**config.mk**
```make
export PLATFORM = sky130hd
export DESIGN_NAME = sigdel_core
export DESIGN_NICKNAME = d
export VERILOG_FILES = /design/src/rtl/sigdel_core.sv
export SDC_FILE = /design/constraint.sdc
export NUM_CORES = 1
export LEC_CHECK = 0
export CAP_MARGIN = 25
export CORE_MARGIN = 4
export CORE_UTILIZATION = 50
export CTS_CLUSTER_SIZE = 8
export DETAILED_ROUTE_END_ITERATION = 10
export PLACE_DENSITY = 0.79
export RECOVER_POWER = 50
export SLEW_MARGIN = 15
export SYNTH_ARGS = -nofsm -noshare
export SYNTH_HDL_FRONTEND = slang
export SYNTH_SLANG_ARGS = --single-unit
```
**constraint.sdc**
```tcl
create_clock -name clk -period 9.5 [get_ports clk]
set_input_delay 1.9 -clock clk [delete_from_list [all_inputs] [get_ports clk]]
set_output_delay 1.9 -clock clk [all_outputs]
set_load 0.03 [all_outputs]
```
**src/rtl/sigdel_core.sv**
```systemverilog
// Sigma-delta bitstream decimator: clock-enable divider, SINC1/SINC2/SINC3
// decimation filters, 16-bit normalisation with saturation, and a PWM rendering of the result.
module sigdel_core #(
  parameter int CNT_W = 16,
  parameter int ACC_W = 25
) (
  input  logic       clk,
  input  logic       rst_n,
  input  logic [7:0] inp,
  output logic [7:0] out
);

  logic [CNT_W-1:0] cnt;
  logic [7:0]       en;
  logic [1:0]       fs_sel;
  logic [1:0]       osr_sel;
  logic [1:0]       flt_sel;
  logic [2:0]       bw_idx;
  logic             din;
  logic             fs;
  logic             bw;

  assign din     = inp[0];
  assign fs_sel  = inp[2:1];
  assign osr_sel = inp[4:3];
  assign flt_sel = inp[6:5];

  always_ff @(posedge clk or negedge rst_n) begin
    if (!rst_n) cnt <= '0;
    else        cnt <= cnt + CNT_W'(1);
  end

  // en[k] pulses once every 4^(k+1) clocks, when the low 2k+2 counter bits are all ones.
  for (genvar k = 0; k < 8; k++) begin : g_en
    assign en[k] = &cnt[2*k+1:0];
  end

  assign bw_idx = 3'({1'b0, fs_sel}) + 3'({1'b0, osr_sel}) + 3'd1;
  assign fs     = en[fs_sel];
  assign bw     = en[bw_idx];

  logic [ACC_W-1:0] din_ext;
  assign din_ext = ACC_W'(din);

  // SINC1: window counter; the sample arriving with bw closes the current window.
  logic [ACC_W-1:0] s1_cnt;
  logic [ACC_W-1:0] s1_next;
  assign s1_next = fs ? (s1_cnt + din_ext) : s1_cnt;

  always_ff @(posedge clk or negedge rst_n) begin
    if (!rst_n)  s1_cnt <= '0;
    else if (bw) s1_cnt <= '0;
    else if (fs) s1_cnt <= s1_next;
  end

  // Cascaded integrators; each stage feeds the freshly updated value downstream.
  logic [ACC_W-1:0] int1, int2, int3;
  logic [ACC_W-1:0] int1_n, int2_n, int3_n;
  assign int1_n = int1 + din_ext;
  assign int2_n = int2 + int1_n;
  assign int3_n = int3 + int2_n;

  always_ff @(posedge clk or negedge rst_n) begin
    if (!rst_n) begin
      int1 <= '0;
      int2 <= '0;
      int3 <= '0;
    end else if (fs) begin
      int1 <= int1_n;
      int2 <= int2_n;
      int3 <= int3_n;
    end
  end

  // Separate comb chains for SINC2 and SINC3; modular wrap of the integrators cancels out here.
  logic [ACC_W-1:0] d2a, d2b;
  logic [ACC_W-1:0] d3a, d3b, d3c;
  logic [ACC_W-1:0] c2a, c2b;
  logic [ACC_W-1:0] c3a, c3b, c3c;
  assign c2a = int2_n - d2a;
  assign c2b = c2a - d2b;
  assign c3a = int3_n - d3a;
  assign c3b = c3a - d3b;
  assign c3c = c3b - d3c;

  always_ff @(posedge clk or negedge rst_n) begin
    if (!rst_n) begin
      d2a <= '0;
      d2b <= '0;
      d3a <= '0;
      d3b <= '0;
      d3c <= '0;
    end else if (bw) begin
      d2a <= int2_n;
      d2b <= c2a;
      d3a <= int3_n;
      d3b <= c3a;
      d3c <= c3b;
    end
  end

  logic [ACC_W-1:0] raw;
  logic [2:0]       n_ord;
  logic [2:0]       q_ord;
  logic [5:0]       qn2;

  always_comb begin
    raw   = s1_next;
    n_ord = 3'd1;
    case (flt_sel)
      2'b01: begin
        raw   = c2b;
        n_ord = 3'd2;
      end
      2'b10: begin
        raw   = c3c;
        n_ord = 3'd3;
      end
      default: begin
        raw   = s1_next;
        n_ord = 3'd1;
      end
    endcase
  end

  assign q_ord = 3'({1'b0, osr_sel}) + 3'd1;
  assign qn2   = 6'(q_ord) * 6'(n_ord) * 6'd2;

  // raw * 2^16 / M^N: shifting left by 16 then right by 2qN covers both shift directions.
  logic [ACC_W+15:0] scaled;
  logic [15:0]       norm;
  assign scaled = {raw, 16'h0000} >> qn2;
  assign norm   = (|scaled[ACC_W+15:16]) ? 16'hFFFF : scaled[15:0];

  logic [15:0] res_next;
  assign res_next = (flt_sel == 2'b11) ? {cnt[15:8], en} : norm;

  logic [15:0] res;
  logic        din_q;

  always_ff @(posedge clk or negedge rst_n) begin
    if (!rst_n) begin
      res   <= '0;
      din_q <= 1'b0;
    end else begin
      if (bw) res   <= res_next;
      if (fs) din_q <= din;
    end
  end

  // PWM width is taken at cnt==0 and used from that very cycle, so each period sees one width.
  logic [9:0] pwm_w;
  logic [9:0] pwm_w_eff;
  logic       cnt_zero;
  logic       pwm;
  assign cnt_zero  = (cnt == '0);
  assign pwm_w_eff = cnt_zero ? res[15:6] : pwm_w;
  assign pwm       = (cnt[15:6] < pwm_w_eff);

  always_ff @(posedge clk or negedge rst_n) begin
    if (!rst_n)        pwm_w <= '0;
    else if (cnt_zero) pwm_w <= res[15:6];
  end

  assign out = {din_q, pwm, (inp[7] ? res[15:10] : res[5:0])};

endmodule

```
==> metrics.txt <==
# TYPE chip_impl_metric gauge
chip_impl_metric{name="arrival",unit="ns"} 11.57
chip_impl_metric{name="hold_viol",unit=""} 0
chip_impl_metric{name="grt_start_max_net_pins",unit=""} 237
chip_impl_metric{name="cp_max_fo",unit=""} 6
chip_impl_metric{name="dieWidth",unit="microns"} 218.3
chip_impl_metric{name="synth_area",unit="sq um"} 22110
chip_impl_metric{name="core.rowCount",unit=""} 76
chip_impl_metric{name="skew",unit="ns"} 0.01586
chip_impl_metric{name="layout_setup_ws",unit="ns"} -1.642
chip_impl_metric{name="synth_fp_nets",unit=""} 2943
chip_impl_metric{name="post-route-cell-area",unit="sq um"} 28680
chip_impl_metric{name="pre_cts_ws",unit="ns"} -2.516
chip_impl_info{name="combinational_family_with_the_most_area_after_synthesis",value="compound AO/OA/AOI/OAI gates"} 1
chip_impl_metric{name="synth_simple_gate_area_share",unit="%"} 19.25
chip_impl_metric{name="yosys.area_share.adder",unit="%"} 11.85
chip_impl_metric{name="clk-insertion-delay-late",unit="ns"} 0.56
chip_impl_info{name="timing.critical_path.to_type",value="flop"} 1
chip_impl_metric{name="dpl-instance-area",unit="sq um"} 26840
chip_impl_metric{name="drtAntennaViolNets",unit=""} 0
chip_impl_info{name="timing.hold.worst.class",value="flop to flop"} 1
chip_impl_info{name="netlist.top_cell.by_area",value="sky130_fd_sc_hd__dfrtp_1"} 1
chip_impl_metric{name="floorplan.core_area",unit="sq um"} 43360
chip_impl_metric{name="synth_top_area_share",unit="%"} 30.33
chip_impl_metric{name="cts.clk_slew.worst_paths",unit="ns"} 0.05
chip_impl_metric{name="post_synth_inst_count",unit=""} 2729
chip_impl_metric{name="synth_warnings",unit=""} 0
chip_impl_metric{name="fmaxAchievable",unit="MHz"} 89.75
chip_impl_metric{name="grt_pass1_vias",unit=""} 22940
chip_impl_metric{name="design.final.nets",unit=""} 3472
chip_impl_metric{name="start_util",unit="%"} 50.99
chip_impl_metric{name="synthesized_area_per_cell",unit="sq um"} 8.102
chip_impl_metric{name="cts_made_buffers",unit=""} 40
chip_impl_metric{name="finalWorstPathRequiredPeriod",unit="ns"} 11.14
chip_impl_metric{name="finalSetupViolations",unit=""} 16
chip_impl_metric{name="clock_path_buffers",unit=""} 3
chip_impl_metric{name="count_of_hold_buffers_inserted_by_post_cts_repair",unit=""} 0
chip_impl_metric{name="maxSlewHeadroom",unit="%"} -204.7
chip_impl_metric{name="synth_edf_count",unit=""} 0
chip_impl_metric{name="cts-htree-levels",unit=""} 2
chip_impl_metric{name="nFillCells",unit=""} 3404
chip_impl_metric{name="io-pin-count",unit=""} 18
chip_impl_metric{name="layout-drive-gt1-share",unit="%"} 24.00
chip_impl_info{name="cts_tree",value="yes"} 1
chip_impl_metric{name="route.vias.total",unit=""} 22440
chip_impl_metric{name="grt_pass1_wl",unit="mm"} 112.4
chip_impl_metric{name="grt_overflow",unit=""} 0
chip_impl_metric{name="antenna-diode-count",unit=""} 0
chip_impl_metric{name="routed_via_density",unit=""} 5.826
chip_impl_metric{name="finalCritPeriodShare",unit="%"} 117.3
chip_impl_metric{name="port_buffers",unit=""} 17
chip_impl_info{name="setup_repair_after_global_routing_missed_its_margin",value="true"} 1
chip_impl_info{name="critical_path.startpoint_type",value="input port"} 1
chip_impl_metric{name="grt_util_all_layers",unit="%"} 28.49
chip_impl_metric{name="remaining_drc_errors",unit=""} 0
chip_impl_info{name="critical-path-top-cell-by-count",value="sky130_fd_sc_hd__ha_1"} 1
chip_impl_info{name="synth-main-ff-cell",value="sky130_fd_sc_hd__dfrtp_1"} 1
chip_impl_metric{name="die_h",unit="microns"} 218.3
chip_impl_metric{name="drv.max_cap_violation_count",unit=""} 5
chip_impl_metric{name="detail_route.iter0.violations",unit=""} 1804
chip_impl_metric{name="die_area",unit="sq um"} 47650
chip_impl_metric{name="synth_seq_cells",unit=""} 268
chip_impl_info{name="worst_path_max_delay_cell",value="sky130_fd_sc_hd__or4_1"} 1
chip_impl_info{name="netlist_top_cells_area",value="sky130_fd_sc_hd__dfrtp_1, sky130_fd_sc_hd__ha_1, sky130_fd_sc_hd__nand2_1"} 1
chip_impl_metric{name="synth_xor_area_share",unit="%"} 8.155
chip_impl_info{name="root_buffer",value="sky130_fd_sc_hd__clkbuf_16"} 1
chip_impl_metric{name="holdPathStages",unit=""} 2
chip_impl_metric{name="finalCoreUtilization",unit="%"} 66.13
chip_impl_metric{name="cp_slowest_stage_delay",unit="ns"} 0.54
chip_impl_metric{name="synth-async-reset-ratio",unit="%"} 100.0
chip_impl_metric{name="clkSinkCount",unit=""} 268
chip_impl_metric{name="area_growth",unit="%"} 29.69
chip_impl_metric{name="place_congestion",unit=""} 0.9263
chip_impl_metric{name="synth_compound_area_share",unit="%"} 22.29
chip_impl_metric{name="synthMuxAreaShare",unit="%"} 2.756
chip_impl_metric{name="initial_antenna_violation_count",unit=""} 0
chip_impl_info{name="run_status",value="finished, violations left"} 1
chip_impl_metric{name="routedWlPerCell",unit="microns"} 18.42
chip_impl_metric{name="reg2reg_depth",unit=""} 47
chip_impl_metric{name="synth_seq_area_share",unit="%"} 30.33
chip_impl_metric{name="finalSetupTns",unit="ns"} -25.07
chip_impl_metric{name="timing_worst_slew_pin_value",unit="ns"} 4.571
chip_impl_info{name="violated_checks",value="capacitance limit, slew limit, setup timing"} 1
chip_impl_info{name="path_class",value="input port to flop"} 1
chip_impl_metric{name="report.final.slew_viol_count",unit=""} 277
chip_impl_metric{name="yosys.cell_types.count",unit=""} 105
chip_impl_metric{name="estimated_wirelength_of_the_detail_placed_design",unit="mm"} 50.80
chip_impl_metric{name="total_routed_length",unit="mm"} 70.96
chip_impl_metric{name="cp_data_required_time",unit="ns"} 9.93
chip_impl_metric{name="firstDrtPassIters",unit=""} 5
chip_impl_metric{name="reg2reg_setup_slack",unit="ns"} -0.67
per-stage QoR:
| stage | std cells | hold WS [ns] |
|---|---|---|
| 2_1_floorplan | 2729 | 0.4400 |
| 3_3_place_gp | 3765 | 0.4533 |
| 3_5_place_dp | 3765 | 0.4639 |
| 4_1_cts | 3834 | 0.4745 |
| 5_1_grt | 3852 | 0.4915 |
| 6_report | 3852 | 0.4727 |
cell usage after synthesis (30+ instances only):
cell	number
sky130_fd_sc_hd__a211oi_1	30
sky130_fd_sc_hd__a21o_1	38
sky130_fd_sc_hd__a21oi_1	169
sky130_fd_sc_hd__and3_1	37
sky130_fd_sc_hd__clkbuf_1	79
sky130_fd_sc_hd__dfrtp_1	268
sky130_fd_sc_hd__ha_1	195
sky130_fd_sc_hd__inv_1	217
sky130_fd_sc_hd__nand2_1	365
sky130_fd_sc_hd__nand3_1	54
sky130_fd_sc_hd__nor2_1	255
sky130_fd_sc_hd__nor2b_1	34
sky130_fd_sc_hd__nor3_1	44
sky130_fd_sc_hd__o21a_1	41
sky130_fd_sc_hd__o21ai_0	208
sky130_fd_sc_hd__xnor2_1	131
sky130_fd_sc_hd__xor2_1	66
cells in the final DEF (no fill, tap or decap), types with 13 or more instances in the layout:
master,synthesis,final
sky130_fd_sc_hd__nand2b_1,29,29
sky130_fd_sc_hd__o211ai_1,15,15
sky130_fd_sc_hd__nor2b_1,34,31
sky130_fd_sc_hd__a21o_1,38,38
sky130_fd_sc_hd__mux2_2,27,27
sky130_fd_sc_hd__nor3_1,44,41
sky130_fd_sc_hd__o21ai_1,21,25
sky130_fd_sc_hd__a21oi_2,3,28
sky130_fd_sc_hd__nand3_1,54,51
sky130_fd_sc_hd__and3_1,37,33
sky130_fd_sc_hd__clkdlybuf4s50_1,0,15
sky130_fd_sc_hd__inv_1,217,214
sky130_fd_sc_hd__xnor2_1,131,120
sky130_fd_sc_hd__mux2i_1,26,26
sky130_fd_sc_hd__a31oi_1,22,21
sky130_fd_sc_hd__ha_1,195,184
sky130_fd_sc_hd__a211oi_1,30,23
sky130_fd_sc_hd__clkbuf_16,0,42
sky130_fd_sc_hd__buf_4,2,553
sky130_fd_sc_hd__nand2_1,365,362
sky130_fd_sc_hd__xnor2_2,2,13
sky130_fd_sc_hd__o22ai_1,13,13
sky130_fd_sc_hd__o21bai_1,17,15
sky130_fd_sc_hd__o21ai_0,208,195
sky130_fd_sc_hd__dfrtp_1,268,268
sky130_fd_sc_hd__or3_1,17,17
sky130_fd_sc_hd__nor2_1,255,247
sky130_fd_sc_hd__nand4_1,18,18
sky130_fd_sc_hd__and2_1,22,20
sky130_fd_sc_hd__a21boi_0,22,21
sky130_fd_sc_hd__o21a_1,41,40
sky130_fd_sc_hd__xor2_1,66,59
sky130_fd_sc_hd__a21oi_1,169,143
final timing paths:
kind | startpoint | end
min in group asynchronous | rst_n | s1_cnt[12]
min | din_q | din_q
min reg2reg | din_q | din_q
max in group asynchronous | rst_n | res[5]
max reg2reg | int1[0] | res[2]
max | inp[0] | res[2]
logic make-up (layout without fill, tap and decap cells):
group           after synthesis  after routing
mux                          55             55
compound gates              755            755
flops                       268            268
fa+ha+maj                   204            204
xor+xnor                    201            201
buf+inv                     313            851
simple gates                933            933
registers in the layout, summed over array words and instances (netlist names):
name,count
d3c,25
din_q,1
pwm_w,10
int1,25
s1_cnt,25
int2,25
res,16
d3b,25
d2b,25
int3,25
d2a,25
d3a,25
cnt,16
layer usage:
metal	share of wire (%)	track usage, %
met3	4.8	3.852
met5	0	0
met2	50	51.26
met1	40	33.75
met4	5.1	12.93
cell type report:
class	instances	area, sq um	area share [%]
inverters	220	825.8	2.880
repair buffers	580	4417	15.40
well taps	585	732.0	2.553
clock buffers	49	1097	3.827
flip-flops and latches	268	6706	23.39
multi-input cells	2148	14880	51.88
clock inverters	2	21.27	0.07418
worst max-delay path: cells and delay by family:
kind / cells / cell delay [ns]
buf+inv: 7 / 0.84
compound gates: 17 / 3.59
fa+ha+maj: 6 / 1.54
mux: 1 / 0.24
xor+xnor: 4 / 0.75
simple gates: 13 / 2.68
timing repair:
item,in CTS,in global routing
pin swaps,60,64
gates resized for setup,44,56
setup endpoints to repair,16,17
setup buffers,19,19
Power is left out: the tool's default activity adds up to more than one toggle a clock period on the data nets, which glitch-free logic cannot reach.
